===== src/rtl/mem_access_ctrl.sv =====
// MEM-stage data-memory sequencer: req/ack handshake to a variable-latency memory, pipeline stall until done.
// Optional MEM_TIMEOUT_EN: abort a BUSY access after MAX_WAIT cycles and raise the sticky err_o flag.
module mem_access_ctrl #(
  parameter int unsigned ADDR_W   = 32,
  parameter int unsigned DATA_W   = 32,
  parameter int unsigned MAX_WAIT = 16
) (
  input  logic              clk_i,
  input  logic              rst_i,
  input  logic              MemRead_i,
  input  logic              MemWrite_i,
  input  logic [ADDR_W-1:0] addr_i,
  input  logic [DATA_W-1:0] wdata_i,
  output logic [DATA_W-1:0] rdata_o,
  output logic              stall_o,
  output logic              mem_req_o,
  output logic              mem_we_o,
  output logic [ADDR_W-1:0] mem_addr_o,
  output logic [DATA_W-1:0] mem_wdata_o,
  input  logic              mem_ack_i,
  input  logic [DATA_W-1:0] mem_rdata_i,
  output logic              err_o
);

  typedef enum logic [1:0] {
    IDLE = 2'd0,
    BUSY = 2'd1,
    DONE = 2'd2
  } state_t;

  state_t            state, state_nx;
  logic              access;
  logic              req_nx;
  logic              we_nx;
  logic [ADDR_W-1:0] addr_nx;
  logic [DATA_W-1:0] wdata_nx;
  logic [DATA_W-1:0] rdata_nx;

`ifdef MEM_TIMEOUT_EN
  localparam logic [7:0] WAIT_LAST = 8'(MAX_WAIT - 1);

  logic [7:0] wait_cnt, wait_cnt_nx;
  logic       err_q, err_nx;
`endif

  assign access  = MemRead_i | MemWrite_i;
  assign stall_o = ((state == IDLE) && access) || (state == BUSY);

  always_comb begin
    state_nx = state;
    req_nx   = mem_req_o;
    we_nx    = mem_we_o;
    addr_nx  = mem_addr_o;
    wdata_nx = mem_wdata_o;
    rdata_nx = rdata_o;
`ifdef MEM_TIMEOUT_EN
    wait_cnt_nx = wait_cnt;
    err_nx      = err_q;
`endif
    case (state)
      IDLE: begin
        if (access) begin
          addr_nx  = addr_i;
          wdata_nx = wdata_i;
          we_nx    = MemWrite_i;
          req_nx   = 1'b1;
          state_nx = BUSY;
`ifdef MEM_TIMEOUT_EN
          wait_cnt_nx = '0;
`endif
        end
      end
      BUSY: begin
        // An ack wins over a timeout landing in the same cycle.
        if (mem_ack_i) begin
          req_nx = 1'b0;
          if (!mem_we_o) begin
            rdata_nx = mem_rdata_i;
          end
          state_nx = DONE;
        end
`ifdef MEM_TIMEOUT_EN
        else if (wait_cnt == WAIT_LAST) begin
          req_nx = 1'b0;
          if (!mem_we_o) begin
            rdata_nx = '0;
          end
          err_nx   = 1'b1;
          state_nx = DONE;
        end else begin
          wait_cnt_nx = wait_cnt + 8'd1;
        end
`endif
      end
      DONE: begin
        state_nx = IDLE;
      end
      default: begin
        state_nx = IDLE;
      end
    endcase
  end

  always_ff @(posedge clk_i) begin
    if (rst_i) begin
      state       <= IDLE;
      mem_req_o   <= 1'b0;
      mem_we_o    <= 1'b0;
      mem_addr_o  <= '0;
      mem_wdata_o <= '0;
      rdata_o     <= '0;
    end else begin
      state       <= state_nx;
      mem_req_o   <= req_nx;
      mem_we_o    <= we_nx;
      mem_addr_o  <= addr_nx;
      mem_wdata_o <= wdata_nx;
      rdata_o     <= rdata_nx;
    end
  end

`ifdef MEM_TIMEOUT_EN
  always_ff @(posedge clk_i) begin
    if (rst_i) begin
      wait_cnt <= '0;
      err_q    <= 1'b0;
    end else begin
      wait_cnt <= wait_cnt_nx;
      err_q    <= err_nx;
    end
  end

  assign err_o = err_q;
`else
  assign err_o = 1'b0;
`endif

endmodule


===== config.mk =====
export PLATFORM = sky130hd
export DESIGN_NAME = mem_access_ctrl
export DESIGN_NICKNAME = d
export VERILOG_FILES = /design/src/rtl/mem_access_ctrl.sv
export SDC_FILE = /design/constraint.sdc
export NUM_CORES = 1
export LEC_CHECK = 0
export CAP_MARGIN = 20
export CORE_ASPECT_RATIO = 1.4
export CORE_MARGIN = 2
export CORE_UTILIZATION = 25
export CTS_CLUSTER_DIAMETER = 30
export CTS_CLUSTER_SIZE = 24
export DETAILED_ROUTE_END_ITERATION = 16
export HOLD_SLACK_MARGIN = 0.05
export PLACE_DENSITY = 0.57
export SLEW_MARGIN = 40
export SYNTH_ARGS = -nofsm -noshare
export SYNTH_HDL_FRONTEND = slang
export SYNTH_SLANG_ARGS = --single-unit

===== constraint.sdc =====
create_clock -name clk_i -period 2.9 [get_ports clk_i]
set_clock_uncertainty 0.1 [all_clocks]
set_input_delay 0.435 -clock clk_i [delete_from_list [all_inputs] [get_ports clk_i]]
set_output_delay 0.435 -clock clk_i [all_outputs]
set_load 0.005 [all_outputs]

==> results.md, run 1 <==
* Post-Syn Area at 4280 µm²
* Most common cell in the netlist: nand2b_1
* WL/cell at 13.81 µm
* Share of cells above drive strength 1 at 6.550%
* Total gr overflow at 0
* CORE AREA at between 15000 and 20000 µm²
* Max_cap viols at 0
* Seq/Total Area, Yosys at 46.77%
* Most used cell, CP: clkdlybuf4s50_1
* PostCTS Resize Cnt at 0
* CP bufs+invs at 2
* Vias at between 3000 and 4000
* TritonRoute pass-1 iters at 4
* Detail Placement HPWL at 8.118 mm
* Drt initial violations at 86
* Vias in the first global route at 3766
* Max stage delay on crit path at between 500 and 600 ps
* Multi-input gate area at approximately 2000 µm²
* Post-synth EDFFs at 0
* Final Hold Violating Endpoints at 0
* # DRC at 0
* Clock Pin Slew Worst Setup and Hold Paths at 70 ps
* Layout Nets at roughly 720
* Max FO, Critical Path at 3
* RSZ-0062 raised after global routing: no
* Syn Area/Cell at 9.728 µm²
* Syn_nets at ~540
* Outcome: finished, final reports clean
* CP delay by family, top: buffers and inverters
* Layout area overhead at 55.83%
* Rows at between 50 and 60
* Arr. time, crit path at 1700 ps
* CP endpoint kind: output port
* Largest net degree at the start of global routing at 80
* Synth area leader: dfxtp_1
* Setup_tns at 0 ps
* PortBufs at 199
* Final setup viols at 0
* Hold buffer count at cts at 0
* Clock Tree Buf Depth at 2
* TritonCTS clock tree: built
* CP Launch Type: input port
* Initial Utilization at 25.56%
* Ports at 201
* Postcts setup bufs at 0
* Period Utilization, post-route at 77.18%
* H-tree Lvls at 3
* Post-detailed-route via-to-cell ratio at 4.291
* Synth top cells by count: nand2b_1 (128), dfxtp_1 (100), nand2_1 (66)
* Critical-path cell list: clkdlybuf4s50_1 > nor2_1 > a21oi_1 > clkdlybuf4s50_1
* WS Path Type: in2out
* Die Ht at roughly 160 µm
* Fraction of registers with async set/reset at 0%
* CTS root buf: clkbuf_16
* Post-route ant nets at 0
* Worst EP required at around 2400 ps
* Flops & latches, synth at 100
* # clock sinks at 100
* Antenna violations before repair at 0
* Post-Synthesis Cells at 440
* Static Leak at about 2.5 nW
* Synth unique cells at 21
* Worst Hold Class: in2reg
* Latest clock arrival within the worst-skew pair at 350 ps
* Top post-synthesis cells by area: dfxtp_1 (47%), nand2b_1 (19%), mux2i_1 (15%), nand2_1 (5.8%), a21oi_2 (3.5%)
* First-pass GRT wire length at 18.55 mm
* Routability Congestion at ~0.75
* WL final at 11.45 mm
* Slew HR at roughly 66%
* Util after Layout at about two fifths
* Die Area at around 18000 µm²
* Register area at 2002 µm²
* # fillers at approximately 1700
* CTS Buf Count at 9
* Max-slew violation count at 0
* Worst path slowest cell: clkdlybuf4s50_1
* Pwr dens at 531.4 nW/µm²
* Worst vdd ir at 0.2593 mV
* Die X at 114.6 µm
* Worst slew pin tran at 511.0 ps
* Synth Flop Type: dfxtp_1
* Gr usage total at about an eighth
* Max Fclk at 446.8 MHz
* Synth top area share at 46.77%
* Inserted Diodes at 0
* R2R setup slack at 1250 ps
* Minimum clock period at 2238 ps
* Ys Warns at 0
==> cells by family (layout without fill, tap and decap cells) <==
group,count (synthesis),after routing,synth area share (%)
other,1,1,0.08761
AOI/OAI and AO/OA,38,38,6.051
and+or+nand+nor,202,202,25.87
muxes,64,64,14.97
DFF,100,100,46.77
buffers and inverters,35,221,6.255
==> registers in the layout, indices dropped and copies added (netlist names) <==
register / cells
mem_req_o: 1
state: 2
mem_addr_o: 32
mem_wdata_o: 32
mem_we_o: 1
rdata_o: 32
==> where the power goes <==
part           switching, mW  leakage, nW  internal, mW
clock                  0.564        0.155         0.769
combinational          0.244         1.53         0.430
sequential            0.0585        0.822          1.48
==> worst paths after layout <==
check,to,depth (start not counted),from
hold reg to reg,rdata_o[13],2,rdata_o[13]
setup / recovery,stall_o,4,MemWrite_i
setup reg to reg,rdata_o[21],4,state[0]
hold / removal,rdata_o[3],2,rst_i
==> cell type report <==
class / count / share of cell area [%]
Inverter: 1 / 0.05627
Multi-Input combinational cell: 305 / 30.24
Sequential cell: 100 / 30.01
Tap cell: 203 / 3.808
Clock buffer: 9 / 3.376
Clock inverter: 7 / 1.557
Timing Repair Buffer: 204 / 30.95
==> layout by cell type, fill, tap and decap left out <==
cell             Yosys  routed
a21bo_2              1       1
a21oi_1             19      19
a21oi_2             17      17
and4bb_1             1       1
buf_12               0       3
buf_4                2       3
bufinv_16            0       2
clkbuf_16            0       9
clkdlybuf4s50_1      0     198
clkinvlp_4           0       2
conb_1               1       1
dfxtp_1            100     100
inv_1                1       1
inv_6                0       2
inv_8                0       1
mux2i_1             64      64
nand2_1             66      66
nand2b_1           128     128
nand3b_1             1       1
nand4bb_1            1       1
nor2_1               3       3
nor3_4               0       1
o21ai_0              1       1
or3_1                1       1
==> layer usage <==
| layer | track usage [%] | share of wire, % |
|---|---|---|
| met1 | 13.19 | 38 |
| met4 | 5.488 | 2.3 |
| met5 | 0 | 0 |
| met3 | 4.427 | 8.3 |
| met2 | 22.62 | 51 |
==> stage by stage <==
step | instances | total power, mW | area (µm²) | hold WS [ps] | setup WS, ps
detailed placement | 813 | 2.255 | 6341 | 345.9 | 657.4
global placement | 813 | 2.242 | 6341 | 342.5 | 644.7
CTS | 829 | 3.616 | 6670 | 270.9 | 641.9
floorplan | 440 | 1.879 | 4280 | 352.7 | 1626
global route | 829 | 3.728 | 6670 | 303.9 | 595.5
finish | 829 | 3.544 | 6670 | 291.5 | 661.7
(Power assumes the default switching activity.)
==> inputs of run 2 (changes only) <==
clock period = 2.3 ns   (was 2.9 ns; I/O delays follow)
==> run 2 against run 1 <==
  * Combinational power up 28%
  * Non-clock buffer count up 2
  * Setup slack worse by 430 ps
  * Power up 24%
  * Critical path type unchanged
  * Largest cell class unchanged
  * Clock power up 19%
  * Final cell count up 0.24%
  * Sequential share of layout area about the same
  * Register-to-register slack worse by 440 ps
  * Die area unchanged
  * Global-route usage down 0.14 points
  * Sequential power up 26%
==> results.md, run 2 (synthesized netlist as in run 1, its figures left out) <==
* Outcome: finished, final reports clean
* PostCTS Resize Cnt at 0 (unchanged)
* Worst EP required at 1860 ps (-510 ps)
* Routability Congestion at 0.7271 (-3.1%)
* R2R setup slack at 810 ps (-440 ps)
* Reg2Reg Depth at 3 (-1)
* Postcts setup bufs at 0 (unchanged)
* Drt initial violations at 158 (+84%)
* Commonest non-fill, non-tap cell in the layout: clkdlybuf4s50_1
* Die X at 114.6 µm (unchanged)
* Slew HR at 61.79% (-3.9 points)
* TritonRoute pass-1 iters at 4 (unchanged)
* PortBufs at 199 (unchanged)
* CTS root buf: clkbuf_16
* Die Ht at 158.8 µm (unchanged)
* Hold_sp: rdata_o[26]
* Net Sw Frac at 25.28% (+0.82 points)
* # DRC at 0 (unchanged)
* Rows at 56 (unchanged)
* Die Area at 18200 µm² (unchanged)
* Total gr overflow at 0 (unchanged)
* Worst slew pin tran at 573.2 ps (+62.14 ps)
* Reg-to-Reg End: mem_addr_o[12]
* Internal power at 3.279 mW (+22%)
* Multi-input gate area at 2017 µm² (unchanged)
* Latest clock arrival within the worst-skew pair at 340 ps (about the same)
* Power share of the clock group at 36.0% (-1.6 points)
* TritonCTS clock tree: built
* H-tree Lvls at 3 (unchanged)
* WL met1 at 4.529 mm (+3.6%)
* Vias in the first global route at 3690 (-2.0%)
* Max Fclk at 483.7 MHz
* Clock Pin Slew Worst Setup and Hold Paths at 70 ps (about the same)
* Uppermost layer routed: met4
* Initial Utilization at 25.56% (unchanged)
* Layout Nets at 724 (+0.28%)
* Vias at 3546 (-0.31%)
* CTS Buf Count at 9 (unchanged)
* Register area at 2002 µm² (unchanged)
* # fillers at 1683 (+0.90%)
* Pwr dens at 657.3 nW/µm² (+24%)
* Gr usage total at 12.55% (-0.14 points)
* Max-slew violation count at 0 (unchanged)
* Largest net degree at the start of global routing at 165 (+110%)
* Post-detailed-route via-to-cell ratio at 4.267 (-0.55%)
* Met2 wire len at 5.837 mm (-0.41%)
* Inserted Diodes at 0 (unchanged)
* Max_cap viols at 0 (unchanged)
* Sequential Power Share at 44.2% (+0.8 points)
* Combinational Power Share at 19.8% (+0.8 points)
* Layout area overhead at 55.95% (about the same)
* RSZ-0062 raised after global routing: no
* Final setup viols at 0 (unchanged)
* Static Leak at 2.507 nW (about the same)
* Most frequent cells in the layout: clkdlybuf4s50_1 (198), nand2b_1 (128), dfxtp_1 (100)
* Post-route ant nets at 0 (unchanged)
* Metal3 WL at 1.013 mm (+6.7%)
* Max FO, Critical Path at 3 (unchanged)
* CP Launch Type: input port
* Arr. time, crit path at 1620 ps (-80 ps)
* Hold buffer count at cts at 0 (unchanged)
* Fin area at 6675 µm² (about the same)
* Top Registers: mem_addr_o: 32 flops, mem_wdata_o: 32 flops, rdata_o: 32 flops
* Psw at 1.109 mW (+28%)
* Minimum clock period at 2068 ps
* Hold EP: rdata_o[26]
* Worst vdd ir at 0.4064 mV (+57%)
* Worst Hold Class: reg2reg
* Setup_tns at 0 ps (unchanged)
* Share of cells above drive strength 1 at 6.847% (+0.30 points)
* Final Hold Violating Endpoints at 0 (unchanged)
* Hold-critical path depth at 2 (unchanged)
* Placed Area at 6369 µm² (+0.43%)
* WL/cell at 13.93 µm (+0.85%)
* WS Path Type: in2out
* Pwr Total at 4.388 mW (+24%)
* WL final at 11.57 mm (+1.1%)
* Reg2reg start: state[1]
* CORE AREA at 16750 µm² (unchanged)
* CP endpoint kind: output port
* Antenna violations before repair at 0 (unchanged)
* Ports at 201 (unchanged)
* # clock sinks at 100 (unchanged)
* Clock Tree Buf Depth at 2 (unchanged)
* First-pass GRT wire length at 18.13 mm (-2.2%)
* Period Utilization, post-route at 89.89%
* Detail Placement HPWL at 8.167 mm (+0.60%)
run 2: cell count changes in the layout (fill, tap and decap cells not counted):
cell / change
bufinv_16: -1
buf_12: +1
buf_4: +1
clkinvlp_4: +1
run 2: through the flow:
stage	setup slack, ps	hold WS [ps]	std cells	util [%]
detailed placement	228.7	346.8	815	38.03
finish	232.5	354.3	831	39.86
global placement	226.3	344.6	815	38.03
global route	171.9	375.4	831	39.86
CTS	226.5	357.0	831	39.86
floorplan	1098	352.7	440	-
run 2: power by group through the flow:
stage	Combinational (mW)	Clock (mW)	Sequential, mW
after floorplan	0.388	0	1.98
after global placement	0.869	0	1.97
after detailed placement	0.879	0	1.98
after CTS	0.883	1.66	1.94
after global routing	0.940	1.73	1.96
final	0.867	1.58	1.94
run 2: area by class of cell:
type                       count  share of cell area, %
clock buffer                   9                  3.374
clock inverter                 7                  1.218
inverter                       1                0.05623
multi-input combinational    305                  30.22
sequential                   100                  29.99
tap                          203                  3.805
timing repair buffer         206                  31.34
run 2: routing by layer:
layer | up-vias | global-route usage (%)
met5 | - | 0
met4 | 0 | 4.490
met3 | 11 | 5.420
met2 | 123 | 22.11
met1 | 1635 | 13.02
li1 | 1777 | -
run 2: critical path, stage by stage:
cell and delay (ps):
clkdlybuf4s50_1 510, nor2_1 100, a21oi_1 150, clkdlybuf4s50_1 520
run 2: how the worst max path moves through the flow:
stage / startpoint / to / cells after the start
floorplan: state[1] / mem_addr_o[0] / 4
global placement: MemRead_i / stall_o / 4
detailed placement: MemRead_i / stall_o / 4
CTS: MemRead_i / stall_o / 4
global route: MemWrite_i / stall_o / 4
finish: MemWrite_i / stall_o / 4
